## config.mk

```make
export PLATFORM = sky130hd
export DESIGN_NAME = reg_wb_sequencer
export DESIGN_NICKNAME = d
export VERILOG_FILES = /design/src/rtl/mips_mc_pkg.sv /design/src/rtl/wb_fifo.sv /design/src/rtl/reg_wb_sequencer.sv
export SDC_FILE = /design/constraint.sdc
export NUM_CORES = 1
export LEC_CHECK = 0
export ABC_AREA = 1
export ABC_CLOCK_PERIOD_IN_PS = 4700
export BUFFER_PORTS_ARGS = -buffer_cell sky130_fd_sc_hd__buf_4
export CAP_MARGIN = 30
export CORE_AREA = 2 2 186 97
export CTS_BUF_LIST = sky130_fd_sc_hd__clkbuf_2 sky130_fd_sc_hd__clkbuf_4 sky130_fd_sc_hd__clkbuf_8
export CTS_CLUSTER_SIZE = 24
export DETAILED_ROUTE_END_ITERATION = 6
export DIE_AREA = 0 0 188 99
export GPL_ROUTABILITY_DRIVEN = 0
export SETUP_SLACK_MARGIN = 0.5
export SLEW_MARGIN = 30
export SYNTH_ARGS = -nofsm -noshare
export SYNTH_HDL_FRONTEND = slang
export SYNTH_HIERARCHICAL = 1
export SYNTH_SLANG_ARGS = --single-unit
```

## constraint.sdc

```tcl
create_clock -name clk -period 4.7 [get_ports clk]
set_input_delay 0 -clock clk [delete_from_list [all_inputs] [get_ports clk]]
set_output_delay 0 -clock clk [all_outputs]
set_load 0.1 [all_outputs]
```

## src/rtl/mips_mc_pkg.sv

```systemverilog
// Shared definitions for the multi-cycle MIPS datapath: widths, control
// encodings, the writeback entry format and the writeback FSM states.
package mips_mc_pkg;

    localparam int MIPS_AW = 5;
    localparam int MIPS_DW = 32;

    // RegDst: which instruction field names the destination register
    localparam logic REGDST_RT    = 1'b0;
    localparam logic REGDST_RD    = 1'b1;

    // MemtoReg: which datapath register supplies the write data
    localparam logic MEMTOREG_ALU = 1'b0;
    localparam logic MEMTOREG_MDR = 1'b1;

    typedef struct packed {
        logic [MIPS_AW-1:0] addr;
        logic [MIPS_DW-1:0] data;
    } wb_entry_t;

    typedef enum logic [1:0] {
        WB_IDLE   = 2'd0,
        WB_ACTIVE = 2'd1,
        WB_HELD   = 2'd2
    } wb_state_t;

endpackage

```

## src/rtl/wb_fifo.sv

```systemverilog
// Circular buffer of pending register writes. Entries are also presented
// oldest-first on a flat read-out so the lookup can scan them by age.
module wb_fifo
    import mips_mc_pkg::*;
#(
    parameter int  DEPTH   = 2,
    parameter type entry_t = wb_entry_t
) (
    input  logic                      clk,
    input  logic                      reset,
    input  logic                      flush,
    input  logic                      push,
    input  entry_t                    push_entry,
    input  logic                      pop,
    output entry_t                    head,
    output logic [$clog2(DEPTH):0]    count,
    output entry_t [DEPTH-1:0]        entries
);

    localparam int PW = $clog2(DEPTH);

    entry_t        mem [DEPTH];
    logic [PW-1:0] wr_ptr;
    logic [PW-1:0] rd_ptr;

    // Pointer and occupancy bookkeeping; DEPTH is a power of two so the
    // pointers wrap naturally.
    always_ff @(posedge clk) begin
        if (reset || flush) begin
            wr_ptr <= '0;
            rd_ptr <= '0;
            count  <= '0;
        end else begin
            if (push) wr_ptr <= wr_ptr + 1'b1;
            if (pop)  rd_ptr <= rd_ptr + 1'b1;
            case ({push, pop})
                2'b10:   count <= count + 1'b1;
                2'b01:   count <= count - 1'b1;
                default: count <= count;
            endcase
        end
    end

    // Storage needs no reset: an entry is only read once count covers it.
    always_ff @(posedge clk) begin
        if (push && !reset && !flush) mem[wr_ptr] <= push_entry;
    end

    assign head = mem[rd_ptr];

    // Age-ordered view: index 0 is the oldest entry.
    always_comb begin
        for (int i = 0; i < DEPTH; i++) begin
            entries[i] = mem[rd_ptr + PW'(i)];
        end
    end

endmodule

```

## src/rtl/reg_wb_sequencer.sv

```systemverilog
// Write-side sequencer for the register file: accepts writeback requests,
// queues them, retires one write per cycle and answers pending-write lookups.
//
// Handshake: a request transfers on a rising edge where wb_valid and
// wb_ready are both high and flush is low; wb_ready depends only on
// registered occupancy and reset, never on a same-cycle retire.
module reg_wb_sequencer
    import mips_mc_pkg::*;
#(
    parameter int DEPTH = 2,
    parameter int AW    = MIPS_AW,
    parameter int DW    = MIPS_DW
) (
    input  logic                    clk,
    input  logic                    reset,
    input  logic                    wb_valid,
    output logic                    wb_ready,
    input  logic                    wb_dst_sel,
    input  logic                    wb_src_sel,
    input  logic [AW-1:0]           instr_rt,
    input  logic [AW-1:0]           instr_rd,
    input  logic [DW-1:0]           alu_out,
    input  logic [DW-1:0]           mem_data,
    input  logic                    wb_hold,
    input  logic                    flush,
    output logic [AW-1:0]           A3,
    output logic [DW-1:0]           WD3,
    output logic                    RegWrite,
    output logic                    wb_drop,
    output logic [$clog2(DEPTH):0]  pend_count,
    input  logic [AW-1:0]           chk_addr,
    output logic                    chk_hit,
    output logic [DW-1:0]           chk_data,
    output wb_state_t               dbg_state
);

    localparam int CW = $clog2(DEPTH) + 1;

    typedef struct packed {
        logic [AW-1:0] addr;
        logic [DW-1:0] data;
    } entry_t;

    entry_t             acc_entry;
    entry_t             head;
    entry_t [DEPTH-1:0] q_entries;
    logic               accept;
    logic               push;
    logic               pop;
    logic               last_retire;
    wb_state_t          state;
    wb_state_t          state_nxt;

    assign wb_ready = (pend_count < CW'(DEPTH)) && !reset;
    assign accept   = wb_valid && wb_ready && !flush;

    assign acc_entry.addr = (wb_dst_sel == REGDST_RD)    ? instr_rd : instr_rt;
    assign acc_entry.data = (wb_src_sel == MEMTOREG_MDR) ? mem_data : alu_out;

    // Writes to $0 are architecturally void, so they never occupy a slot.
    assign push = accept && (acc_entry.addr != '0);
    // Retire decision uses registered occupancy, so an accept into an empty
    // queue cannot retire on the same edge.
    assign pop  = (pend_count != '0) && !wb_hold && !flush;

    assign last_retire = pop && !push && (pend_count == CW'(1));

    wb_fifo #(
        .DEPTH   (DEPTH),
        .entry_t (entry_t)
    ) u_fifo (
        .clk        (clk),
        .reset      (reset),
        .flush      (flush),
        .push       (push),
        .push_entry (acc_entry),
        .pop        (pop),
        .head       (head),
        .count      (pend_count),
        .entries    (q_entries)
    );

    // Register-file write port and the $0 drop pulse.
    always_ff @(posedge clk) begin
        if (reset) begin
            A3       <= '0;
            WD3      <= '0;
            RegWrite <= 1'b0;
            wb_drop  <= 1'b0;
        end else begin
            wb_drop <= accept && (acc_entry.addr == '0);
            if (pop) begin
                A3       <= head.addr;
                WD3      <= head.data;
                RegWrite <= 1'b1;
            end else begin
                RegWrite <= 1'b0;
            end
        end
    end

    // FSM state register.
    always_ff @(posedge clk) begin
        if (reset) state <= WB_IDLE;
        else       state <= state_nxt;
    end

    // FSM next state: tracks empty / draining / held occupancy.
    always_comb begin
        state_nxt = state;
        case (state)
            WB_IDLE: begin
                if (push) state_nxt = WB_ACTIVE;
            end
            WB_ACTIVE: begin
                if (flush || last_retire) state_nxt = WB_IDLE;
                else if (wb_hold)         state_nxt = WB_HELD;
            end
            WB_HELD: begin
                if (flush)        state_nxt = WB_IDLE;
                else if (!wb_hold) state_nxt = last_retire ? WB_IDLE : WB_ACTIVE;
            end
            default: state_nxt = WB_IDLE;
        endcase
    end

    assign dbg_state = state;

    // Lookup: in-flight port is oldest, then queue oldest->youngest; later
    // matches overwrite earlier ones so the youngest write wins.
    always_comb begin
        chk_hit  = 1'b0;
        chk_data = '0;
        if (chk_addr != '0) begin
            if (RegWrite && (A3 == chk_addr)) begin
                chk_hit  = 1'b1;
                chk_data = WD3;
            end
            for (int i = 0; i < DEPTH; i++) begin
                if ((CW'(i) < pend_count) && (q_entries[i].addr == chk_addr)) begin
                    chk_hit  = 1'b1;
                    chk_data = q_entries[i].data;
                end
            end
        end
    end

endmodule

```

After elaboration in Yosys (flattened, before gate mapping)
Memories as Yosys holds them, arrays and structs flattened. A register that Yosys moved wholly into a read port is not among the register bits.
Cells that the tools add are included.
{"block": "word_totals", "output_inout_bits": 77, "inputBits": 86, "mem_count": 1, "register_bits": 45, "word_cells": 77, "mem_bits_rw": 74}
{"block": "classes", "n_eq_ne": 11, "mux": 23, "magnitude_cmp": 3, "add_sub_neg": 4, "reduce_logical": 27}
{"name": "u_fifo.mem", "depth": 2, "width": 37, "read_ports": 2, "rd_ports_with_merged_regs": 1, "write_ports": 1, "line": "wb_fifo.sv:22", "rtl": "entry_t mem [DEPTH];"}
{"op": "$mux W32", "count": 5}
{"op": "$eq A5 B5 Y1", "count": 3}
{"op": "$logic_and A1 B1 Y1", "count": 14}
{"op": "$mux W1", "count": 10}
{"op": "$mux W2", "count": 5}
{"op": "$reduce_bool A5 Y1", "count": 2}
{"op": "$eq A2 B1 Y1 const B", "count": 3}
{"op": "$ne A3 B3 Y1 const B", "count": 2}
{"op": "$pmux W2 S3", "count": 1}
{"op": "$logic_not A5 Y1", "count": 1}
{"op": "$mux W5", "count": 1}
{"op": "$eq A2 B2 Y1 const B", "count": 2}
{"op": "$logic_not A1 Y1", "count": 4}
{"op": "$lt A1 B2 Y1 const A", "count": 2}
{"op": "$pmux W2 S2", "count": 1}
{"op": "$reduce_bool A2 Y1", "count": 2}
{"op": "$reduce_and A3 Y1", "count": 1}
{"op": "$add A1 B1 Y1 const B", "count": 2}
{"op": "$add A2 B1 Y2 const B", "count": 1}
{"op": "$logic_not A2 Y1", "count": 1}
{"op": "$logic_or A1 B1 Y1", "count": 2}
{"op": "$lt A2 B2 Y1 const B", "count": 1}
{"op": "$ne A2 B2 Y1 const B", "count": 1}
{"op": "$sub A2 B1 Y2 const B", "count": 1}

Logic depth before layout (Yosys ltp)
Gate-level depths: netlist (run 1).
{"block": "depth", "ltp_word": 12, "depth_mapped": 14, "ltp_nobuf": 14}

Modules after synthesis
The synthesis (run 1) kept the hierarchy.
{"mod": "wb_fifo", "seq_area_each_um2": 2322.2, "cells_each": 344, "n_inst": 1, "area_each_um2": 3641.0}
{"mod": "reg_wb_sequencer", "seq_area_each_um2": 820.8, "cells_each": 548, "n_inst": 1, "area_each_um2": 3370.7}

Least setup slack after synthesis (run 1)
Ideal clock, no wire load.
{"block": "synth_path", "path_kind": "reg-to-reg", "from": "register u_fifo.count[1]", "to": "memory u_fifo/mem[1][0] (netlist name), enable pin", "t_required_ps": 4223, "path_slack_ps": -1063, "arrival_ps": 5286, "path_buffers": 0, "stages_incl_launch_ff": 8, "setup_time_ps": 477, "period_less_slack_ps": 5763, "path_cell_list": "dfxtp_1 > nor2_1 > nand3_1 > inv_1 > nand2_1 > inv_1 > inv_1 > nor3_1"}
{"block": "synth_via", "elab_chain_len": 9}
{"element": "start: declaration", "line": "wb_fifo.sv:16", "rtl": "output logic [$clog2(DEPTH):0] count,"}
{"element": "start signal: assignment", "line": "wb_fifo.sv:37", "rtl": "2'b10: count <= count + 1'b1;"}
{"element": "start signal: assignment", "line": "wb_fifo.sv:38", "rtl": "2'b01: count <= count - 1'b1;"}
{"element": "start signal: assignment", "line": "wb_fifo.sv:39", "rtl": "default: count <= count;"}
{"element": "$lt A2 B2 Y1", "line": "reg_wb_sequencer.sv:54", "rtl": "assign wb_ready = (pend_count < CW'(DEPTH)) && !reset;"}
{"element": "$logic_and A1 B1 Y1", "line": "reg_wb_sequencer.sv:54"}
{"element": "net wb_ready", "line": "reg_wb_sequencer.sv:17", "rtl": "output logic wb_ready,"}
{"element": "$logic_and A1 B1 Y1 (2 in series)", "line": "reg_wb_sequencer.sv:55", "rtl": "assign accept = wb_valid && wb_ready && !flush;"}
{"element": "$logic_and A1 B1 Y1", "line": "reg_wb_sequencer.sv:61", "rtl": "assign push = accept && (acc_entry.addr != '0);"}
{"element": "net push", "line": "reg_wb_sequencer.sv:48", "rtl": "logic push;"}
{"element": "$logic_and A1 B1 Y1 (2 in series)", "line": "wb_fifo.sv:46", "rtl": "if (push && !reset && !flush) mem[wr_ptr] <= push_entry;"}
{"element": "$mux W1", "line": "wb_fifo.sv:46"}
{"element": "$mux W1 (not written as such)", "line": "wb_fifo.sv:46"}
{"element": "end: declaration", "line": "wb_fifo.sv:22"}
The timed path passes the listed nets, and every way through them passes these cells.

==> results of run 1 <==
[layout make-up]
cell class | instances | area [um2] | area share
Clock buffer | 22 | 278 | 0.0300
Clock inverter | 10 | 199 | 0.0215
Inverter | 96 | 360 | 0.0389
Multi-Input combinational cell | 582 | 2920 | 0.315
Sequential cell | 120 | 3150 | 0.340
Tap cell | 234 | 293 | 0.0316
Timing Repair Buffer | 249 | 2060 | 0.223
[registers in the layout, indices dropped and copies added, names as in the netlist, named ones only]
name           cells
dbg_state          2
A3                 5
u_fifo/wr_ptr      1
u_fifo/rd_ptr      1
wb_drop            1
RegWrite           1
u_fifo/count       2
u_fifo/mem        74
WD3               32
[through the flow]
step	utilization	hold slack (ns)	setup WS, ns	area [um2]	instances
after detailed placement	0.471	0.209	1.77	8000	1203
after global placement	0.471	0.213	1.84	8000	1203
final	0.545	0.0265	1.27	9260	1313
after global routing	0.545	0.0397	0.957	9260	1313
after CTS	0.545	0.0152	1.28	9260	1313
after floorplan	-	0.0691	0.578	7020	892
[how the worst min path moves through the flow]
stage	from	end	slack (ns)
2_1_floorplan	reset	dbg_state[1]	0.07
3_3_place_gp	reset	dbg_state[1]	0.21
3_5_place_dp	reset	dbg_state[1]	0.21
4_1_cts	instr_rt[1]	u_fifo/mem[0][33]	0.02
5_1_grt	instr_rt[1]	u_fifo/mem[0][33]	0.04
6_report	instr_rt[1]	u_fifo/mem[1][33]	0.03
[repair_timing]
| action | in CTS | in global routing |
|---|---|---|
| hold buffers | 78 | 0 |
| endpoints found under the hold margin | 78 | 0 |
| gates resized for setup | 0 | 0 |
[layout by cell type (no fill, tap or decap), drive strengths merged]
master / Yosys / final
nor3: 2 / 2
nand3b: 1 / 1
inv: 96 / 96
nand4: 32 / 32
a31oi: 1 / 1
dfxtp: 46 / 46
and3: 1 / 1
a221oi: 1 / 1
nor2: 201 / 201
nand3: 70 / 70
clkbuf: 14 / 22
edfxtp: 74 / 74
nand2: 104 / 104
dlygate4sd3: 0 / 78
buf: 80 / 171
o22ai: 3 / 3
mux2: 32 / 32
ha: 1 / 1
o21ai: 82 / 82
bufinv: 0 / 6
a21oi: 45 / 45
xor2: 5 / 5
clkinv: 0 / 4
xnor2: 1 / 1
[routing by layer]
layer  up-vias  GRT usage
met5         -          0
met3        22     0.0463
met1      3020      0.336
li1       3251          -
met4         0     0.0624
met2       303      0.328
[cells by family after synthesis]
family,after synthesis,share of synthesized area
simple gates,411,0.252
buf+inv,190,0.142
compound gates,132,0.0969
flops,120,0.448
mux,32,0.0514
xor+xnor,6,0.00749
fa+ha+maj,1,0.00178
[worst min-delay path: cells and delay by family]
kind / cells / cell delay, ns
compound gates: 1 / 0.14
buf+inv: 2 / 0.19
[power groups by stage]
stage / registers [mW] / logic [mW] / clock network (mW)
floorplan: 1.19 / 0.104 / 0
global placement: 1.16 / 0.227 / 0
detailed placement: 1.16 / 0.229 / 0
CTS: 1.14 / 0.289 / 1.15
global route: 1.14 / 0.316 / 1.20
finish: 1.14 / 0.292 / 1.14
==> impl_summary.txt, run 1 <==
----------------------------------------------------
[Setup path]
  Total number of cells along the worst setup path ... 10
  Data arrival time of the critical path ... approximately 3.4 ns
  Destination of the worst register-to-register timing path ... dbg_state[1]
  Reg-to-reg setup timing slack ... 1.97 ns
  CP delay by family, top ... simple AND/OR/NAND/NOR gates
  CP most frequent cell ... nor2_1
  Crit path capture ... chk_data[2]
  Count of buffering cells on the critical path with inverters included ... 2
  Largest stage delay on the critical path ... slightly above 0.8 ns
  CP Data Required Time ... 4.70 ns
  Maximum fanout along the worst path ... 65
  Type of element capturing the critical path ... primary output
  Cell with the biggest individual delay on the critical path ... dfxtp_2
  Cell depth of the worst flop-to-flop path ... 8
  Launching point of the worst reg2reg path ... u_fifo/count[1]
  Critical path class ... register to primary output
  Launching instance or port of the critical path ... u_fifo/rd_ptr
  Crit start category ... register
  Ordered list of cells on the worst path ... nor2_1, a21oi_1, o22ai_1, nor2_1, nand3_4, nor2_1, nor2_1, nand2_1, inv_1, buf_4

[Power]
  Sw Pwr ... 579 uW
  Total power per unit cell area ... 278 mW/mm2
  Worst supply voltage drop on vdd ... 158 uV
  Clock network fraction of total power ... 0.443
  Power share of the combinational group ... 0.114
  Leakage power total ... between 4 and 5 nW
  Internal power contribution ... 1.99 mW
  Switching share of power ... 0.225
  Portion of total power attributed to sequential cells ... 0.443
  Power Total ... 2.57 mW

[Timing]
  Sum of negative setup slack ... 0 ns
  Slew at the pin closest to its max-slew limit ... ~0.87 ns
  Worst relative slew slack ... 0.417
  Final Max Tran Viols ... 0
  Setup repair after global routing missed its margin ... false
  Total setup violations reported at the end of the flow ... 0
  Final Skew ... 0.0127 ns
  Share of the clock period used by the worst path ... 0.730
  Crit path time final ... roughly 3.4 ns
  Max Clk Rate ... 291 MHz
  Final-report hold violation count ... 0

[Drt]
  Wire length the detailed router placed on met1 ... 10.1 mm
  Via-to-Cell Ratio ... 5.02
  Post-detailed-route DRC marker count ... 0
  Sum of met2 wire segment lengths after detailed routing ... 8.41 mm
  Met3 Wirelength ... between 1.5 and 2 mm
  Drt total wl ... 20.5 mm
  Drt pass-1 iters ... 6
  Final antenna-violating net count ... 0
  Average routed wire per standard cell ... 15.6 um
  Top layer in use ... met4
  Initial DRC count ... 661
  Total via count after detailed routing ... 6,596

[Yosys]
  Cells taking the most area after synthesis ... edfxtp_1 (32%), dfxtp_1 (13%), nor2_1 (10%)
  Synthesized area per cell ... a little under 8 um2
  Most frequently used flop master after synthesis ... edfxtp_1
  Post-synthesis sequential area ratio ... 0.448
  Fraction of post-synthesis cell area in the top cell type by area ... 0.317
  Syn Std Cell Area ... 0.00701 mm2
  Syn Nets ... 979
  Leading cell types by count after synthesis ... nor2_1 (194), nand2_1 (104), inv_1 (89)
  Area leader, netlist ... edfxtp_1
  Synthesized instance count ... around 890
  Yosys Warn Count ... 6
  Post-synthesis cell type count ... 33
  Flip-flop and latch count after synthesis ... 120
  Most common cell in the netlist ... nor2_1
  Share of synthesized flip-flops with an asynchronous set or reset ... 0
  Number of enable-type register cells in the synthesized netlist ... 74

[CTS]
  TritonCTS Buffers ... 17
  Cell at the root of the clock tree ... clkbuf_8
  TritonCTS clock tree ... done
  Clock sink count ... 120
  Clock latency at the later pin of the worst-skew pair ... 0.43 ns
  Number of H-tree levels ... 4
  Clock transition time at the flip-flop clock pins of the worst setup and hold paths ... about 0.07 ns
  Buffer count from post-CTS setup fixing ... 0
  Worst-case clock buffer depth ... 2

[Final layout]
  Share of layout cells above drive strength 1 ... 0.222
  Final #Nets ... around 1,200
  Synthesis-to-finish area growth ... 32.0%
  Inserted Diodes ... 0
  Number of filler cells placed in the layout ... 1,618

[GRT]
  Number of global-route vias before repair ... a little over 6,000
  Pin count of the biggest net entering global routing ... 66
  Wire length of the first global-routing pass ... 32.9 mm
  Total Routing Usage GR ... 0.225
  Total gr overflow ... 0
  Initial antenna violation count ... 0

[Die]
  X dimension of the die ... 188 um
  Placeable core region ... 0.0170 mm2
  Number of ports placed on the die boundary ... 163
  Placement row count ... 34
  Area of the die ... between 0.015 and 0.02 mm2
  Initial core utilization ... 0.413
  Die height ... around 99 um

[Worst hold path]
  Number of instances on the worst hold path ... 3
  Hold Crit Class ... input pin to register

[Place]
  Half-perimeter wire length after detailed placement ... 12.9 mm
  Port Buf Inserts ... 162

[Status]
  Outcome ... finished clean

[Flow run]
  Number of violations of the max-capacitance limit ... 0

----------------------------------------------------
(Power assumes the default switching activity.)
==> inputs of run 2 (changes only) <==
--- a/config.mk
+++ b/config.mk
@@ -6,7 +6,7 @@
 export NUM_CORES = 1
 export LEC_CHECK = 0
 export ABC_AREA = 1
-export ABC_CLOCK_PERIOD_IN_PS = 4700
+export ABC_CLOCK_PERIOD_IN_PS = 3250
 export BUFFER_PORTS_ARGS = -buffer_cell sky130_fd_sc_hd__buf_4
 export CAP_MARGIN = 30
 export CORE_AREA = 2 2 186 97
==> constraint.sdc (replaced) <==
create_clock -name clk -period 3.25 [get_ports clk]
set_input_delay 0 -clock clk [delete_from_list [all_inputs] [get_ports clk]]
set_output_delay 0 -clock clk [all_outputs]
set_load 0.1 [all_outputs]
==> impl_summary.txt, run 2 (synthesis results as in run 1) <==
----------------------------------------------------
[Drt]
  Drt pass-1 iters ... 5 (-1)
  Total via count after detailed routing ... 6,687 (+1.4%)
  Post-detailed-route DRC marker count ... 0 (unchanged)
  Initial DRC count ... 686 (+3.8%)
  Drt total wl ... 21.1 mm (+3.1%)
  Average routed wire per standard cell ... 15.8 um (+1.5%)
  Via-to-Cell Ratio ... 5.01 (-0.22%)
  Final antenna-violating net count ... 0 (unchanged)

[Timing]
  Final-report hold violation count ... 0 (unchanged)
  Worst Setup Slack, final ... 0.663 ns (-0.605 ns)
  Total setup violations reported at the end of the flow ... 0 (unchanged)
  Share of the clock period used by the worst path ... 0.796
  Crit path time final ... 2.59 ns
  Max Clk Rate ... 387 MHz
  Final Max Tran Viols ... 0 (unchanged)
  Post-Route Hold Slack ... 0.0331 ns (+0.00666 ns)
  Final Skew ... 0.0130 ns (+0.000304 ns)
  Worst relative slew slack ... 0.476 (+0.0591)
  Slew at the pin closest to its max-slew limit ... 0.785 ns (-0.0867 ns)
  Sum of negative setup slack ... 0 ns (unchanged)
  Setup repair after global routing missed its margin ... false

[Final layout]
  Inserted Diodes ... 0 (unchanged)
  Share of layout cells above drive strength 1 ... 0.247 (+0.0258)
  Synthesis-to-finish area growth ... 36.2%
  Post-Route Utilization ... 0.563 (+0.0175)
  Register with the most flip-flops ... u_fifo/mem
  Most frequent cells in the layout ... nor2_1 (189), buf_4 (179), nand2_1 (103), inv_1 (86), dlygate4sd3_1 (78)
  Regs by FF count ... u_fifo/mem: 74 flops, WD3: 32 flops, A3: 5 flops
  Flip-flop count of the largest register after layout ... 74 (unchanged)
  Most common cell after layout, fill and taps aside ... nor2_1
  Final #Nets ... 1,174 (+1.8%)

[Flow run]
  Number of violations of the max-capacitance limit ... 0 (unchanged)

[Setup path]
  Crit path capture ... chk_data[13]
  Cell with the biggest individual delay on the critical path ... dfxtp_4
  CP Data Required Time ... 3.25 ns (-1.45 ns)
  Type of element capturing the critical path ... primary output
  Reg-to-reg setup timing slack ... 0.84 ns (-1.13 ns)
  Maximum fanout along the worst path ... 18 (-72%)
  Critical path class ... register to primary output
  Data arrival time of the critical path ... 2.59 ns (-0.84 ns)
  Total number of cells along the worst setup path ... 11 (+1)
  CP delay by family, top ... buffers and inverters
  Ordered list of cells on the worst path ... o21ai_1, o22ai_1, nor2_4, buf_4, nand3_4, buf_12, nand3_1, nand3_1, nand2_1, inv_1, buf_4
  Count of buffering cells on the critical path with inverters included ... 4 (+2)
  Launching point of the worst reg2reg path ... u_fifo/count[0]
  Crit start category ... register
  Destination of the worst register-to-register timing path ... dbg_state[1]
  Largest stage delay on the critical path ... 0.42 ns (-0.39 ns)
  Cell depth of the worst flop-to-flop path ... 9 (+1)

[GRT]
  Pin count of the biggest net entering global routing ... 48 (-27%)
  Total gr overflow ... 0 (unchanged)
  Number of global-route vias before repair ... 6,117 (-1.0%)
  Initial antenna violation count ... 0 (unchanged)
  Total Routing Usage GR ... 0.226 (+0.000771)
  Wire length of the first global-routing pass ... 32.7 mm (-0.59%)

[CTS]
  Number of H-tree levels ... 4 (unchanged)
  TritonCTS clock tree ... done
  Clock transition time at the flip-flop clock pins of the worst setup and hold paths ... 0.07 ns (about the same)
  TritonCTS Buffers ... 17 (unchanged)
  Worst-case clock buffer depth ... 2 (unchanged)
  Clock sink count ... 120 (unchanged)
  Cell at the root of the clock tree ... clkbuf_8
  Clock latency at the later pin of the worst-skew pair ... 0.43 ns (about the same)

[Die]
  X dimension of the die ... 188 um (unchanged)
  Placeable core region ... 0.0170 mm2 (unchanged)
  Number of ports placed on the die boundary ... 163 (unchanged)
  Die height ... 99 um (unchanged)
  Area of the die ... 0.0186 mm2 (unchanged)
  Initial core utilization ... 0.413 (unchanged)
  Placement row count ... 34 (unchanged)

[Worst hold path]
  Hold Crit Class ... input pin to register

[Power]
  Total power per unit cell area ... 382 mW/mm2 (+38%)
  Leakage power total ... 4.23 nW (+2.0%)
  Power Total ... 3.65 mW (+42%)
  Worst supply voltage drop on vdd ... 298 uV (+88%)

[Place]
  Port Buf Inserts ... 162 (unchanged)
  Half-perimeter wire length after detailed placement ... 13.1 mm (+1.5%)
  Post-Place Setup Slack ... 0.612 ns (-1.16 ns)

[Status]
  Outcome ... finished clean

----------------------------------------------------
## run 2: cell count changes in the layout (fill, tap and decap cells not counted), moves of 4 or more
| cell | previous run | this run |
|---|---|---|
| clkbuf_4 | 4 | 0 |
| clkinv_4 | 0 | 4 |
| buf_4 | 171 | 179 |
| buf_6 | 0 | 6 |
| nand3_4 | 2 | 6 |
## run 2: report_power, final
group	switching, mW	internal (mW)
registers	0.00983	1.63
clock network	0.653	0.915
logic	0.229	0.215
## run 2: per-layer routing
| metal | share of wire | vias to the layer above | track usage |
|---|---|---|---|
| li1 | - | 3307 | - |
| met5 | 0 | - | 0 |
| met2 | 0.41 | 363 | 0.329 |
| met3 | 0.11 | 18 | 0.0620 |
| met4 | 0.0070 | 0 | 0.0436 |
| met1 | 0.47 | 2999 | 0.335 |
## run 2: per-stage QoR
| stage | cells | instance area, um2 |
|---|---|---|
| 2_1_floorplan | 892 | 7050 |
| 3_3_place_gp | 1207 | 8060 |
| 3_5_place_dp | 1207 | 8060 |
| 4_1_cts | 1324 | 9410 |
| 5_1_grt | 1334 | 9550 |
| 6_report | 1334 | 9550 |
## run 2: area by class of cell
cell class	count	area, um2
Fill cell	1564	7420
Sequential cell	120	3150
Multi-Input combinational cell	586	3030
Timing Repair Buffer	266	2250
Inverter	96	360
Tap cell	234	293
Clock buffer	17	234
Clock inverter	15	225
## run 2: repair_timing
item                                   CTS  global route
endpoints found under the hold margin   78             0
resized for setup                       10            12
setup endpoints to repair               33            33
hold buffers                            78             0
pin swaps                                3             4
setup buffers                            4             9
gates cloned                             3             1
## run 2: worst register-to-register path, cell delays in order, from the launching register on
cell           delay [ns]
dfxtp_1              0.36
nor2_1               0.25
nor2_1               0.07
nand2_1              0.09
buf_4                0.43
o21ai_0              0.23
a21oi_1              0.18
nand3_1              0.08
a21oi_1              0.12
dlygate4sd3_1        0.55
## run 2: how the worst min path moves through the flow
stage / from / to / slack (ns) / depth (start not counted)
after global routing: instr_rt[1] / u_fifo/mem[0][33] / 0.04 / 3
after detailed placement: reset / dbg_state[1] / 0.23 / 2
after global placement: reset / dbg_state[1] / 0.23 / 2
after CTS: instr_rt[1] / u_fifo/mem[0][33] / 0.03 / 3
after floorplan: reset / dbg_state[1] / 0.07 / 1
final: instr_rt[1] / u_fifo/mem[0][33] / 0.03 / 3
